File: config.mk
export PLATFORM = sky130hd
export DESIGN_NAME = nvm_writer_flat
export DESIGN_NICKNAME = d
export VERILOG_FILES = /design/src/rtl/nvm_writer_if.sv /design/src/rtl/nvm_writer.sv /design/src/flat_wrapper.sv
export SDC_FILE = /design/constraint.sdc
export NUM_CORES = 1
export LEC_CHECK = 0
export BUFFER_PORTS_ARGS = -buffer_cell sky130_fd_sc_hd__buf_2
export CAP_MARGIN = 5
export CORE_MARGIN = 2
export CORE_UTILIZATION = 57
export CTS_CLUSTER_SIZE = 14
export DETAILED_ROUTE_END_ITERATION = 7
export PLACE_DENSITY = 0.82
export SLEW_MARGIN = 20
export SYNTH_ARGS = -nofsm -noshare
export SYNTH_HDL_FRONTEND = slang
export SYNTH_SLANG_ARGS = --single-unit
File: constraint.sdc
create_clock -name clk -period 6.3 [get_ports clk]
set_input_delay 0.63 -clock clk [delete_from_list [all_inputs] [get_ports clk]]
set_output_delay 0.63 -clock clk [all_outputs]
set_load 0.01 [all_outputs]
File: src/rtl/nvm_writer_if.sv
// nvm_writer_if: byte-write request side and 16-bit memory side of nvm_writer.
// Revision: 1.0
`default_nettype none

interface nvm_writer_if #(
    parameter int WADDR_W = 12
);
    logic               wr_valid;
    logic               wr_ready;
    logic [15:0]        wr_addr;
    logic [7:0]         wr_data;
    logic               flush;
    logic               flush_done;
    logic               busy;
    logic [WADDR_W-1:0] mem_addr;
    logic               mem_rd;
    logic [15:0]        mem_rdata;
    logic               mem_we;
    logic [15:0]        mem_wdata;

    modport master (
        output wr_valid, wr_addr, wr_data, flush, mem_rdata,
        input  wr_ready, flush_done, busy, mem_addr, mem_rd, mem_we, mem_wdata
    );

    modport slave (
        input  wr_valid, wr_addr, wr_data, flush, mem_rdata,
        output wr_ready, flush_done, busy, mem_addr, mem_rd, mem_we, mem_wdata
    );
endinterface

`default_nettype wire

File: src/rtl/nvm_writer.sv
// nvm_writer: byte writes merged into a one-word read-modify-write buffer over 16-bit NVM.
// Revision: 1.0
`default_nettype none

module nvm_writer #(
    parameter int WADDR_W = 12
) (
    input  wire logic   clk,
    input  wire logic   rst,
    nvm_writer_if.slave bus
);

    typedef enum logic [2:0] {
        S_IDLE  = 3'd0,
        S_WB    = 3'd1,
        S_FILL  = 3'd2,
        S_FWAIT = 3'd3,
        S_FWB   = 3'd4
    } state_t;

    state_t             r_state, w_state_nxt;
    logic               r_buf_valid, r_buf_dirty;
    logic [WADDR_W-1:0] r_buf_tag;
    logic [15:0]        r_buf_word;
    logic [WADDR_W-1:0] r_pend_tag;
    logic               r_pend_lane;
    logic [7:0]         r_pend_data;
    logic               r_flush_pend, r_flush_done;

    logic               w_flush_req, w_ready, w_accept, w_hit;
    logic [WADDR_W-1:0] w_wr_tag;
    logic               w_mem_rd, w_mem_we;
    logic [WADDR_W-1:0] w_mem_addr;
    logic [15:0]        w_mem_wdata;
    logic               w_unused_addr;

    function automatic logic [15:0] merge_byte(input logic [15:0] word, input logic lane,
                                               input logic [7:0] data);
        merge_byte = lane ? {data, word[7:0]} : {word[15:8], data};
    endfunction

    // Upper byte-address bits alias onto the same word.
    assign w_unused_addr = ^bus.wr_addr[15:WADDR_W+1];

    assign w_wr_tag    = bus.wr_addr[WADDR_W:1];
    assign w_flush_req = r_flush_pend | bus.flush;
    assign w_ready     = !rst && (r_state == S_IDLE) && !w_flush_req;
    assign w_accept    = bus.wr_valid && w_ready;
    assign w_hit       = r_buf_valid && (r_buf_tag == w_wr_tag);

    always_comb begin
        w_state_nxt = r_state;
        w_mem_rd    = 1'b0;
        w_mem_we    = 1'b0;
        w_mem_addr  = '0;
        w_mem_wdata = '0;
        case (r_state)
            S_IDLE: begin
                if (w_flush_req) begin
                    if (r_buf_dirty) w_state_nxt = S_FWB;
                end else if (w_accept && !w_hit) begin
                    w_state_nxt = r_buf_dirty ? S_WB : S_FILL;
                end
            end
            S_WB: begin
                w_mem_we    = 1'b1;
                w_mem_addr  = r_buf_tag;
                w_mem_wdata = r_buf_word;
                w_state_nxt = S_FILL;
            end
            S_FILL: begin
                w_mem_rd    = 1'b1;
                w_mem_addr  = r_pend_tag;
                w_state_nxt = S_FWAIT;
            end
            S_FWAIT: w_state_nxt = S_IDLE;
            S_FWB: begin
                w_mem_we    = 1'b1;
                w_mem_addr  = r_buf_tag;
                w_mem_wdata = r_buf_word;
                w_state_nxt = S_IDLE;
            end
            default: w_state_nxt = S_IDLE;
        endcase
    end

    always_ff @(posedge clk) begin
        if (rst) begin
            r_state      <= S_IDLE;
            r_buf_valid  <= 1'b0;
            r_buf_dirty  <= 1'b0;
            r_buf_tag    <= '0;
            r_buf_word   <= '0;
            r_pend_tag   <= '0;
            r_pend_lane  <= 1'b0;
            r_pend_data  <= '0;
            r_flush_pend <= 1'b0;
            r_flush_done <= 1'b0;
        end else begin
            r_state      <= w_state_nxt;
            r_flush_done <= 1'b0;
            case (r_state)
                S_IDLE: begin
                    if (w_flush_req) begin
                        // A clean buffer completes the flush without touching memory.
                        r_flush_pend <= r_buf_dirty;
                        r_flush_done <= !r_buf_dirty;
                    end else begin
                        r_flush_pend <= 1'b0;
                        if (w_accept) begin
                            if (w_hit) begin
                                r_buf_word  <= merge_byte(r_buf_word, bus.wr_addr[0], bus.wr_data);
                                r_buf_dirty <= 1'b1;
                            end else begin
                                r_pend_tag  <= w_wr_tag;
                                r_pend_lane <= bus.wr_addr[0];
                                r_pend_data <= bus.wr_data;
                            end
                        end
                    end
                end
                S_FWAIT: begin
                    r_buf_word   <= merge_byte(bus.mem_rdata, r_pend_lane, r_pend_data);
                    r_buf_tag    <= r_pend_tag;
                    r_buf_valid  <= 1'b1;
                    r_buf_dirty  <= 1'b1;
                    r_flush_pend <= r_flush_pend | bus.flush;
                end
                S_FWB: begin
                    // A flush arriving during the write-back is a new request.
                    r_buf_dirty  <= 1'b0;
                    r_flush_done <= 1'b1;
                    r_flush_pend <= bus.flush;
                end
                default: r_flush_pend <= r_flush_pend | bus.flush;
            endcase
        end
    end

    assign bus.wr_ready   = w_ready;
    assign bus.busy       = !rst && ((r_state != S_IDLE) || r_flush_pend);
    assign bus.flush_done = !rst && r_flush_done;
    assign bus.mem_rd     = !rst && w_mem_rd;
    assign bus.mem_we     = !rst && w_mem_we;
    assign bus.mem_addr   = rst ? '0 : w_mem_addr;
    assign bus.mem_wdata  = rst ? '0 : w_mem_wdata;

endmodule

`default_nettype wire

File: src/flat_wrapper.sv
// flat-port wrapper written by rule: the top's interface ports become plain ports
module nvm_writer_flat 
#(
    parameter int WADDR_W = 12
)
  (clk, rst, bus_wr_valid, bus_wr_addr, bus_wr_data, bus_flush, bus_mem_rdata, bus_wr_ready, bus_flush_done, bus_busy, bus_mem_addr, bus_mem_rd, bus_mem_we, bus_mem_wdata);
  nvm_writer_if #(.WADDR_W(WADDR_W)) bus_i ();
  input  wire logic clk;
  input  wire logic rst;
  input wire logic [$bits(bus_i.wr_valid)-1:0] bus_wr_valid;
  input wire logic [$bits(bus_i.wr_addr)-1:0] bus_wr_addr;
  input wire logic [$bits(bus_i.wr_data)-1:0] bus_wr_data;
  input wire logic [$bits(bus_i.flush)-1:0] bus_flush;
  input wire logic [$bits(bus_i.mem_rdata)-1:0] bus_mem_rdata;
  output wire logic [$bits(bus_i.wr_ready)-1:0] bus_wr_ready;
  output wire logic [$bits(bus_i.flush_done)-1:0] bus_flush_done;
  output wire logic [$bits(bus_i.busy)-1:0] bus_busy;
  output wire logic [$bits(bus_i.mem_addr)-1:0] bus_mem_addr;
  output wire logic [$bits(bus_i.mem_rd)-1:0] bus_mem_rd;
  output wire logic [$bits(bus_i.mem_we)-1:0] bus_mem_we;
  output wire logic [$bits(bus_i.mem_wdata)-1:0] bus_mem_wdata;
  assign bus_i.wr_valid = bus_wr_valid;
  assign bus_i.wr_addr = bus_wr_addr;
  assign bus_i.wr_data = bus_wr_data;
  assign bus_i.flush = bus_flush;
  assign bus_i.mem_rdata = bus_mem_rdata;
  assign bus_wr_ready = bus_i.wr_ready;
  assign bus_flush_done = bus_i.flush_done;
  assign bus_busy = bus_i.busy;
  assign bus_mem_addr = bus_i.mem_addr;
  assign bus_mem_rd = bus_i.mem_rd;
  assign bus_mem_we = bus_i.mem_we;
  assign bus_mem_wdata = bus_i.mem_wdata;
  nvm_writer #(.WADDR_W(WADDR_W)) u_core (.clk(clk), .rst(rst), .bus(bus_i));
endmodule
Word level (Yosys, flattened, before mapping)
Index checks and enable logic that the tools add are counted.
{"block": "totals", "elab_cells": 75, "mem_bits_ro": 0, "latch_bits": 0, "ramBits": 0, "memories": 0, "reg_bits": 56}
{"block": "classes", "n_div": 0, "eq_ne": 12, "n_addsub": 0, "shifts": 0, "bitwise_logic": 3, "order_cmp": 0, "multipliers": 0, "n_reduce_logical": 24, "n_mux": 25}
{"cell": "$mux 16", "count": 7}
{"cell": "$pmux 16 s2", "count": 1}
{"cell": "$pmux 12 s2", "count": 1}
{"cell": "$eq 12x12->1", "count": 1}
{"cell": "$mux 12", "count": 1}
{"cell": "$reduce_and 5->1", "count": 2}
{"cell": "$logic_and 1x1->1", "count": 9}
{"cell": "$mux 3", "count": 3}
{"cell": "$pmux 3 s3", "count": 1}
{"cell": "$reduce_and 4->1", "count": 2}
{"cell": "$mux 1", "count": 7}
{"cell": "$eq 3x2->1 const B", "count": 2}
{"cell": "$ne 2x2->1 const B", "count": 3}
{"cell": "$ne 3x2->1 const B", "count": 2}
{"cell": "$reduce_bool 3->1", "count": 2}
{"cell": "$logic_not 1->1", "count": 4}
{"cell": "$ne 2x1->1 const B", "count": 2}
{"cell": "$pmux 1 s2", "count": 2}
{"cell": "$eq 3x1->1 const B", "count": 1}
{"cell": "$eq 3x3->1 const B", "count": 1}
{"cell": "$logic_not 3->1", "count": 1}
{"cell": "$pmux 1 s3", "count": 1}
{"cell": "$mux 2", "count": 1}
{"cell": "$not 1->1", "count": 2}
{"cell": "other kinds (5)", "count": 5}

Depth between registers and ports, before layout
Gate-level depths: netlist of the first run.
{"block": "logic_depth", "ltp_word": 8, "mapped_depth": 7}

Worst setup path before layout of the first run
No wires, ideal clock.
{"block": "synth_timing", "path_kind": "input -> output", "from": "in rst", "to": "out bus_mem_addr[10]", "slack_ps": 3747, "path_stages": 4, "n_path_buf": 2, "arrival_time_ps": 1923, "path_cell_list": "clkbuf_1 > nor4b_1 > clkbuf_1 > a22o_1"}
{"block": "synth_between", "elab_chain_len": 1}
{"element": "start, declared", "line": "flat_wrapper.sv:9", "text": "input wire logic rst;"}
{"element": "$mux 12", "line": "nvm_writer.sv:145", "text": "assign bus.mem_addr = rst ? '0 : w_mem_addr;"}
{"element": "end, declared", "line": "flat_wrapper.sv:18", "text": "output wire logic [$bits(bus_i.mem_addr)-1:0] bus_mem_addr;"}
Every way passes these cells.

Worst setup path after layout of the first run
{"block": "layout_timing", "from": "in bus_wr_addr[11]", "to": "reg u_core.r_buf_dirty"}
{"block": "layout_between", "elab_chain_len": 4}
{"element": "start, declared", "line": "flat_wrapper.sv:11", "text": "input wire logic [$bits(bus_i.wr_addr)-1:0] bus_wr_addr;"}
{"element": "$eq 12x12->1", "line": "nvm_writer.sv:49", "text": "assign w_hit = r_buf_valid && (r_buf_tag == w_wr_tag);"}
{"element": "$logic_and 1x1->1", "line": "nvm_writer.sv:49"}
{"element": "$ne 2x1->1 (no line)"}
{"element": "$reduce_and 4->1 (no line)"}
{"element": "end signal, assigned", "line": "nvm_writer.sv:91", "text": "r_buf_dirty <= 1'b0;"}
{"element": "end signal, assigned", "line": "nvm_writer.sv:113", "text": "r_buf_dirty <= 1'b1;"}
{"element": "end signal, assigned", "line": "nvm_writer.sv:126", "text": "r_buf_dirty <= 1'b1;"}
{"element": "end, declared", "line": "nvm_writer.sv:22", "text": "logic r_buf_valid, r_buf_dirty;"}
Every way passes these cells.
A chain may end at the register's enable or synchronous reset.

==> impl_metrics.yaml, run 1 <==
worst_setup_path:
  critPathLaunchType: "input port"
  crit_type: "input port to register"
  crit_arrival_ps: 2980
  setup.worst_path.start: "bus_wr_addr[11]"
  rr_startpoint: "u_core.r_buf_tag[10]$_SDFFE_PP0P_"
  cp_max_fo: 13
  required_ps: 6520
  cp-end-kind: "register"
clocking:
  cts_max_level: 2
  cts_sinks: 56
  holdBufCountCts: 0
  clkTransAtPathRegs_ps: 100
  cts-buffers-inserted: 5
  cts_tree: "built"
  cts_root_buf: "clkbuf_8"
  cts_setup_buffers: 0
  clk-insertion-delay-late_ps: 310
  clk_path_buf_depth: 2
  ctsResizeCount: 0
drt:
  drt_iter0_drc: 242
  dr.pass1.iters: 7
  totalWireLength_um: 7920
  ant_nets: 0
  num_vias: 2930
  route.detailed.drc: 0
  avgViaCountPerCell: 6.12
  wire_per_inst_um: 16.5
die:
  ioPinCount: 77
  die_w_um: 75.7
  start_util_pct: 58.1
  dieArea_um2: 5730
  num_rows: 26
  fp.dieH_um: 75.7
  core_um2: 5040
global_route:
  grt_util_all_layers_pct: 28.9
  grt_first_pass_wirelength_um: 12600
  grt_overflow: 0
  grt_pass1_vias: 2677
  antenna_found_initial: 0
  grt_max_degree: 64
timing:
  fin_skew_ps: 11.7
  fin_crit_ps: 2760
  tightest_slew_ps: 1050
  fmax_mhz: 363
  setup_tns_ps: 0
  fin_crit_sh_pct: 43.7
  setup_viol: 0
  drv_slew: 0
  finalHoldViolCount: 0
  relSlewSlack_pct: 29.4
  rsz0062_at_grt: "no"
power_and_ir_drop:
  p_per_area_nw_per_um2: 187
  peakVddDrop_mv: 0.140
  power_leakage_uw: 0.00133
yosys:
  ys_ff_latch: 56
  syn_nets: 400
  synth_warnings: 0
  netlist.area_leader.share_pct: 38.2
  yosysTopAreaCell: "dfxtp_1"
  ys_seq_area_share_pct: 38.2
  syn_area_per_cell_um2: 8.23
  syn_inst: 356
  netlist_area_um2: 2930
  yosys.cell_types.count: 38
  ys_top_cells_by_area: "dfxtp_1, a21oi_1, mux2i_1"
worst_hold_path:
  hold_path.startpoint: "u_core.r_pend_tag[10]$_SDFFE_PP0P_"
  holdCritPathClass: "register to register"
layout:
  post-route-util_pct: 67.2
  nets: 453
  fill_cells: 437
  ff_latch_area_um2: 1120
  syn_to_final_growth_pct: 15.6
  multi_input_area_um2: 1700
  layout-drive-gt1-share_pct: 22.7
  num_antenna_cells: 0
placed_design:
  hpwl_um: 5290
  port_buffers: 73
  gp_congestion: 0.792
flow_run:
  cap_violations: 0
outcome:
  status: "complete, no violations"
==> worst paths after layout <==
| path | endpoint | slack, ps | cells after the start |
|---|---|---|---|
| max reg2reg | u_core.r_buf_dirty$_SDFFE_PP0P_ | 3600 | 6 |
| max | u_core.r_buf_dirty$_SDFFE_PP0P_ | 3540 | 7 |
| min | u_core.r_buf_tag[10]$_SDFFE_PP0P_ | 460 | 2 |
| min reg2reg | u_core.r_buf_tag[10]$_SDFFE_PP0P_ | 460 | 2 |
==> critical path, cell delays in order <==
cell and delay, ps:
buf_2 110, xor2_1 160, or4_1 590, nor4_2 860, buf_4 310, a221oi_1 90, a211oi_1 220
==> cells in the mapped netlist <==
library cell and count:
dfxtp_1 56, a21oi_1 36, nand2_1 30, o21ai_0 30, clkbuf_1 29, nand3_1 21
nor2_1 20, and2_1 16, mux2i_1 16, a22o_1 12, xor2_1 11, a221o_1 8
a32oi_1 8, and3_1 8, nand2b_1 8, o32a_1 8, nor3_1 5, nor4_1 4
or3_1 4, buf_1 2, nand4_1 2, nor3b_1 2, nor4b_1 2, or3b_2 2
or4_4 2, xnor2_1 2, a211oi_1 1, a221oi_1 1, a41o_1 1, buf_6 1
nand3b_1 1, nand4b_1 1, nor2b_1 1, nor3_4 1, o21ai_1 1, o22ai_1 1
or2_2 1, or4_1 1
==> metrics by stage <==
step           total power (µW)  std cells  setup slack (ps)  cell area (µm²)  hold slack [ps]
5_1_grt                     660        479              3360             3390              489
6_report                    633        479              3540             3390              465
3_3_place_gp                449        472              3220             3310              446
2_1_floorplan               419        356              3750             2930              441
3_5_place_dp                451        472              3200             3310              458
4_1_cts                     636        479              3510             3390              470
==> layer usage <==
layer / global-route usage, % / wire length (µm)
met5: 0 / 0
met4: 9.94 / 97
met3: 6.35 / 625
met2: 48.2 / 3900
met1: 37.2 / 3300
==> cell families after synthesis <==
family                 synth area share [%]
multiplexers                           5.46
buffers and inverters                  4.35
flip-flops                             38.2
XOR/XNOR                               3.88
AND/OR/NAND/NOR                        24.1
AO/OA/AOI/OAI                          24.0
==> registers in the layout (all words and copies together) (netlist names) <==
signal	count
u_core.r_buf_word	16
u_core.r_state	3
u_core.r_flush_pend	1
u_core.r_flush_done	1
u_core.r_buf_tag	12
u_core.r_buf_valid	1
u_core.r_pend_data	8
u_core.r_pend_tag	12
u_core.r_pend_lane	1
u_core.r_buf_dirty	1
==> report_power, final <==
group | switching [µW] | leakage [µW] | total, µW | internal (µW)
sequential | 7.78 | 0.000453 | 368 | 360
combinational | 46.1 | 0.000838 | 75.8 | 29.7
clock | 113 | 0.0000410 | 189 | 76.1
total | 167 | 0.00133 | 633 | 466
==> cell type report <==
type | count | area share (%)
multi-input combinational | 268 | 50.2
sequential | 56 | 33.1
timing repair buffer | 78 | 11.9
tap | 70 | 2.58
clock buffer | 6 | 2.14
clock inverter | 1 | 0.148
==> cell usage in the layout, fill, tap and decap left out, types with 2 or more instances in the layout <==
cell and n:
a21oi_1 36, a221o_1 8, a22o_1 12, a32oi_1 8
and2_1 16, and3_1 8, buf_2 73, buf_4 5
clkbuf_8 5, dfxtp_1 56, mux2i_1 16, nand2_1 30
nand2b_1 8, nand3_1 21, nand4_1 2, nor2_1 20
nor3_1 4, nor3b_1 2, nor4_1 3, o21ai_0 30
o32a_1 8, or3_1 4, or3b_2 2, or4_4 2
xnor2_1 2, xor2_1 11
Note: power is estimated with default switching activity, not from simulation.
==> run 2, diff against run 1 <==
- ABC_AREA: unset -> 1
- CORE_UTILIZATION: 57 -> 48
- PLACE_DENSITY: 0.82 -> 0.73
- clock period: 6.3 -> 2.3 ns (I/O delays scaled with it)
==> run 2 against run 1 <==
Net effect:
- wire length down 4.6%
- final area rose by 4.5%
- sequential share of layout area fell by 1.4 points
- die area increased by 23%
- power rose to 3.1 times the previous value
- critical path depth is 2 higher
- clock-buffer cell count up 1
- global-route usage shrank 6.8 points
- synthesized cell count grew 34%
- flip-flop and latch count unchanged
- utilization down 11 points
- clock power rose to 3.0 times the previous value
==> impl_metrics.yaml, run 2 <==
outcome:
  status: "complete, no violations"
timing:
  fin_crit_sh_pct: 84.1
  setup_tns_ps: 0
  fin_skew_ps: 11.1
  relSlewSlack_pct: 65.7
  tightest_slew_ps: 512
  fmax_mhz: 517
  fin_crit_ps: 1940
  drv_slew: 0
  finalHoldViolCount: 0
  setup_viol: 0
  hold_ws_ps: 175
  rsz0062_at_grt: "no"
worst_hold_path:
  holdCritPathClass: "input port to register"
  hold_path.startpoint: "bus_wr_addr[8]"
yosys:
  syn_inst: 476
  ys_ff_latch: 56
  ys.flop_type: "dfxtp_1"
  ys_seq_area_share_pct: 36.5
  yosysTopAreaCell: "dfxtp_1"
  netlist.area_leader.share_pct: 36.5
  ys_top_cells_by_count: "nand2_1, nor2_1, dfxtp_1"
  yosysMostFrequentCell: "nand2_1"
  synth_warnings: 0
  syn_area_per_cell_um2: 6.45
  synth_edf_count: 0
  netlist_area_um2: 3070
  syn_nets: 520
  yosys.cell_types.count: 29
  ys_top_cells_by_area: "dfxtp_1, nand2_1, nor2_1"
  async_reset_ff_share_pct: 0
clocking:
  clk_path_buf_depth: 2
  clk-insertion-delay-late_ps: 300
  cts_setup_buffers: 0
  ctsResizeCount: 0
  cts_max_level: 2
  holdBufCountCts: 0
  cts-buffers-inserted: 5
  cts_root_buf: "clkbuf_8"
  cts_tree: "built"
  cts_sinks: 56
  clkTransAtPathRegs_ps: 100
drt:
  dr.pass1.iters: 5
  met2WireLength_um: 3450
  highest_layer: "met4"
  drt_iter0_drc: 250
  avgViaCountPerCell: 5.12
  num_vias: 3161
  totalWireLength_um: 7560
  wl_met3_um: 454
  route.detailed.drc: 0
  wl_met1_um: 3550
  ant_nets: 0
  wire_per_inst_um: 12.2
worst_setup_path:
  required_ps: 2070
  crit_slowest_cell: "dfxtp_1"
  crit_type: "register to output pin"
  cpMostUsedCell: "nor2_1"
  path_buf_inv: 4
  worstPathCellList: "nor2_1 > inv_1 > nor2_1 > inv_1 > nor2_1 > buf_4 > nand2_1 > o21ai_0 > buf_2"
  cp_max_fo: 13
  setup.worst_path.start: "u_core.r_state[2]$_SDFFE_PP0P_"
  slowest_delay_ps: 400
  crit_arrival_ps: 1710
  critPathLaunchType: "register"
  rr_startpoint: "u_core.r_pend_lane$_SDFFE_PP0P_"
  cp_top_family: "buffers and inverters"
  cp-end-kind: "output pin"
layout:
  regMostFlops: "u_core.r_buf_word"
  syn_to_final_growth_pct: 15.5
  largest_reg_flops: 16
  num_antenna_cells: 0
  layout_commonest_cell: "nand2_1"
  top_regs: "u_core.r_buf_word (16), u_core.r_buf_tag (12), u_core.r_pend_tag (12)"
  final_cell_mix: "nand2_1, nor2_1, buf_2, dfxtp_1, a21oi_1"
  final_area_um2: 3540
  layout-drive-gt1-share_pct: 21.5
  nets: 583
  final_cell_count_no_fill: 617
  post-route-util_pct: 56.4
die:
  die_w_um: 83.9
  dieArea_um2: 7050
  fp.dieH_um: 83.9
  ioPinCount: 77
  num_rows: 29
  core_um2: 6280
  start_util_pct: 48.9
global_route:
  grt_pass1_vias: 2837
  grt_first_pass_wirelength_um: 13000
  antenna_found_initial: 0
  grt_max_degree: 37
  grt_overflow: 0
  grt_util_all_layers_pct: 22.2
placed_design:
  dpl.cell_count: 609
  dpl_cell_area_um2: 3450
  hpwl_um: 5320
  port_buffers: 73
  gp_congestion: 0.796
power_and_ir_drop:
  peakVddDrop_mv: 0.350
  power_leakage_uw: 0.00160
  p_per_area_nw_per_um2: 554
flow_run:
  cap_violations: 0
[run 2: cell types whose count changed after synthesis, sizes merged, moves of 11 or more]
cell,before,now
nand2,30,114
nor2,20,81
inv,0,52
clkbuf,29,8
o21ai,31,52
a21oi,36,54
a31oi,0,16
and2,16,0
mux2i,16,0
buf,3,17
a22o,12,1
xor2,11,0
[run 2: cell type report]
cell class	count	area (µm²)
Fill cell	640	2740
Multi-Input combinational cell	339	1580
Sequential cell	56	1120
Timing Repair Buffer	81	438
Inverter	56	213
Tap cell	77	96.3
Clock buffer	7	86.3
Clock inverter	1	7.51
[run 2: power by group]
group	internal (µW)	switching (µW)	total, µW
clock network	246	319	565
registers	1010	28.6	1040
logic	126	230	356
[run 2: tightest hold or removal path, stage by stage]
cell     delay, ps
buf_2          110
inv_2           50
a21oi_1         50
[run 2: through the flow]
step           worst slack, ps  total power, µW
6_report                   365             1960
5_1_grt                    206             2070
4_1_cts                    379             1970
3_5_place_dp               526             1420
3_3_place_gp               530             1410
2_1_floorplan              770             1310
[run 2: kinds of logic after synthesis]
family	count (synthesis)	share of synthesized area, %
AOI/OAI and AO/OA	123	21.7
xor gates and xnor gates	2	0.571
buffers and inverters	81	11.9
DFF	56	36.5
and+or+nand+nor	214	29.2
[run 2: worst paths after layout]
path                            cells past startpoint  slack [ps]                                end
worst max register to register                      8         500  u_core.r_buf_word[3]$_SDFFE_PP0P_
worst min register to register                      2         480   u_core.r_buf_tag[8]$_SDFFE_PP0P_
worst max-delay path                                9         360                   bus_mem_addr[11]
worst min-delay path                                3         180  u_core.r_pend_tag[7]$_SDFFE_PP0P_
[run 2: routing by layer]
layer  track usage, %  vias to the layer above
li1                 -                     1638
met2             36.9                      102
met1             29.7                     1412
met5                0                        -
met4             5.57                        0
met3             4.15                        9
==> run 3, diff against run 2 <==
- clock period: 2.3 -> 1.6 ns (I/O delays scaled with it)
==> run 3 against run 2 <==
Net effect:
- the flow now finishes with violations (setup timing)
- via count grew 7.4%
- wire length rose by 17%
- clock power is 38% higher
- worst setup slack got worse by 470 ps
- first-iteration DRC count rose by 2.8%
- highest routed layer unchanged
==> impl_metrics.yaml, run 3 (synthesis results as in run 2) <==
drt:
  dr.pass1.iters: 5
  wire_per_inst_um: 13.7
  drt_iter0_drc: 257
  totalWireLength_um: 8860
  num_vias: 3396
  ant_nets: 0
  route.detailed.drc: 0
  avgViaCountPerCell: 5.27
power_and_ir_drop:
  p_per_area_nw_per_um2: 708
  power_uw: 2980
  p_comb_share_pct: 23.6
  pwr-share-clk_pct: 26.1
  p_switching_uw: 930
  peakVddDrop_mv: 0.561
  netSwitchingFraction_pct: 31.2
  power_leakage_uw: 0.00186
  p_int_uw: 2050
  p_seq_share_pct: 50.3
global_route:
  grt_overflow: 0
  grt_util_all_layers_pct: 23.2
  grt_pass1_vias: 2910
  grt_first_pass_wirelength_um: 13500
  antenna_found_initial: 0
  grt_max_degree: 36
timing:
  relSlewSlack_pct: 72.9
  finalWorstSetupSlack_ps: -104
  drv_slew: 0
  fin_skew_ps: 11.2
  finalHoldViolCount: 0
  fmax_mhz: 587
  rsz0062_at_grt: "yes"
  fin_crit_sh_pct: 107
  hold_ws_ps: 96.1
  setup_viol: 29
  fin_crit_ps: 1700
  tightest_slew_ps: 407
die:
  fp.dieH_um: 83.9
  dieArea_um2: 7050
  core_um2: 6280
  start_util_pct: 48.9
  die_w_um: 83.9
  num_rows: 29
  ioPinCount: 77
layout:
  layout_commonest_cell: "nand2_1"
  nets: 611
  largest_reg_flops: 16
  final_cell_count_no_fill: 645
  num_antenna_cells: 0
  syn_to_final_growth_pct: 37.4
  regMostFlops: "u_core.r_buf_word"
  top_regs: "u_core.r_buf_word (16), u_core.r_buf_tag (12), u_core.r_pend_tag (12)"
  post-route-util_pct: 67.1
  layout-drive-gt1-share_pct: 35.4
  final_cell_mix: "nand2_1, nor2_1, buf_2, a21oi_1, dfxtp_1"
clocking:
  clk_path_buf_depth: 2
  cts_root_buf: "clkbuf_8"
  clk-insertion-delay-late_ps: 310
  cts_sinks: 56
  cts_max_level: 2
  clkTransAtPathRegs_ps: 100
  cts-buffers-inserted: 5
  cts_tree: "built"
outcome:
  status: "finished with violations"
  failed_checks: "setup timing"
worst_setup_path:
  cp_top_family: "buffers and inverters"
  crit_arrival_ps: 1540
  worstPathCellList: "nor2_2 > inv_1 > nor2_1 > inv_1 > nor2_4 > buf_6 > nand2_4 > o21ai_2 > buf_2"
  crit_type: "register to output pin"
  required_ps: 1440
  path_buf_inv: 4
  crit_slowest_cell: "dfxtp_4"
  cp-end-kind: "output pin"
  slowest_delay_ps: 370
  cp_max_fo: 4
  critPathLaunchType: "register"
  cpMostUsedCell: "inv_1"
worst_hold_path:
  holdCritPathClass: "input port to register"
placed_design:
  dpl.cell_count: 622
  port_buffers: 73
  hpwl_um: 5630
  gp_congestion: 0.852
flow_run:
  cap_violations: 0
==> run 3: cell types whose count changed in the layout (fill, tap and decap cells not counted), sizes merged <==
cell / delta
clkbuf: +3
clkinvlp: -1
buf: +24
inv: +1
nand2: +1
==> run 3: area by class of cell <==
cell class,instances,area [µm²]
flip-flops and latches,56,1130
clock inverters,1,8.76
repair buffers,108,825
inverters,56,216
clock buffers,7,76.3
fillers,525,2060
well taps,77,96.3
multi-input cells,340,1860
==> run 3: power groups by stage <==
| stage | sequential [µW] | combinational, µW | clock, µW |
|---|---|---|---|
| floorplan | 1520 | 369 | 0 |
| global placement | 1530 | 546 | 0 |
| detailed placement | 1530 | 553 | 0 |
| CTS | 1500 | 574 | 786 |
| global route | 1510 | 769 | 863 |
| finish | 1500 | 705 | 778 |
==> run 3: routing by layer <==
layer | routed length [µm] | part of all wire, % | track usage [%] | vias up
met1 | 3990 | 45 | 31.1 | 1573
met5 | 0 | 0 | 0 | -
li1 | - | - | - | 1699
met2 | 4250 | 48 | 38.0 | 114
met3 | 508 | 5.7 | 4.25 | 10
met4 | 109 | 1.2 | 7.04 | 0
==> run 3: worst register-to-register path: cells and delay by family, from the launching register on <==
kind / cells / cell delay (ps)
buffers and inverters: 2 / 230
DFF: 1 / 370
and+or+nand+nor: 10 / 1000
==> run 3: per-stage QoR <==
step | setup slack (ps) | instance area [µm²] | TNS (ps)
5_1_grt | -203 | 4210 | -5900
6_report | -104 | 4210 | -1380
4_1_cts | -119 | 3750 | -1100
3_5_place_dp | 23.7 | 3600 | 0
3_3_place_gp | 53.0 | 3600 | 0
2_1_floorplan | 140 | 3070 | 0
==> run 3: final timing paths <==
kind,start,to,slack [ps],cells after the start
worst min-delay path,bus_wr_addr[8],u_core.r_pend_tag[7]$_SDFFE_PP0P_,100,3
worst max-delay path,u_core.r_state[0]$_SDFFE_PP0P_,bus_mem_addr[11],-100,9
worst min register to register,u_core.r_buf_word[4]$_SDFFE_PP0P_,u_core.r_buf_word[4]$_SDFFE_PP0P_,480,2
worst max register to register,u_core.r_state[0]$_SDFFE_PP0P_,u_core.r_buf_word[2]$_SDFFE_PP0P_,-50,12
==> run 3: repair_timing <==
| action | 4_1_cts | 5_1_grt |
|---|---|---|
| hold buffers | 0 | 0 |
| pin swaps | 1 | 21 |
| resized for setup | 25 | 100 |
| gates cloned | 1 | 4 |
| setup buffers | 2 | 8 |
| setup endpoints to repair | 30 | 55 |
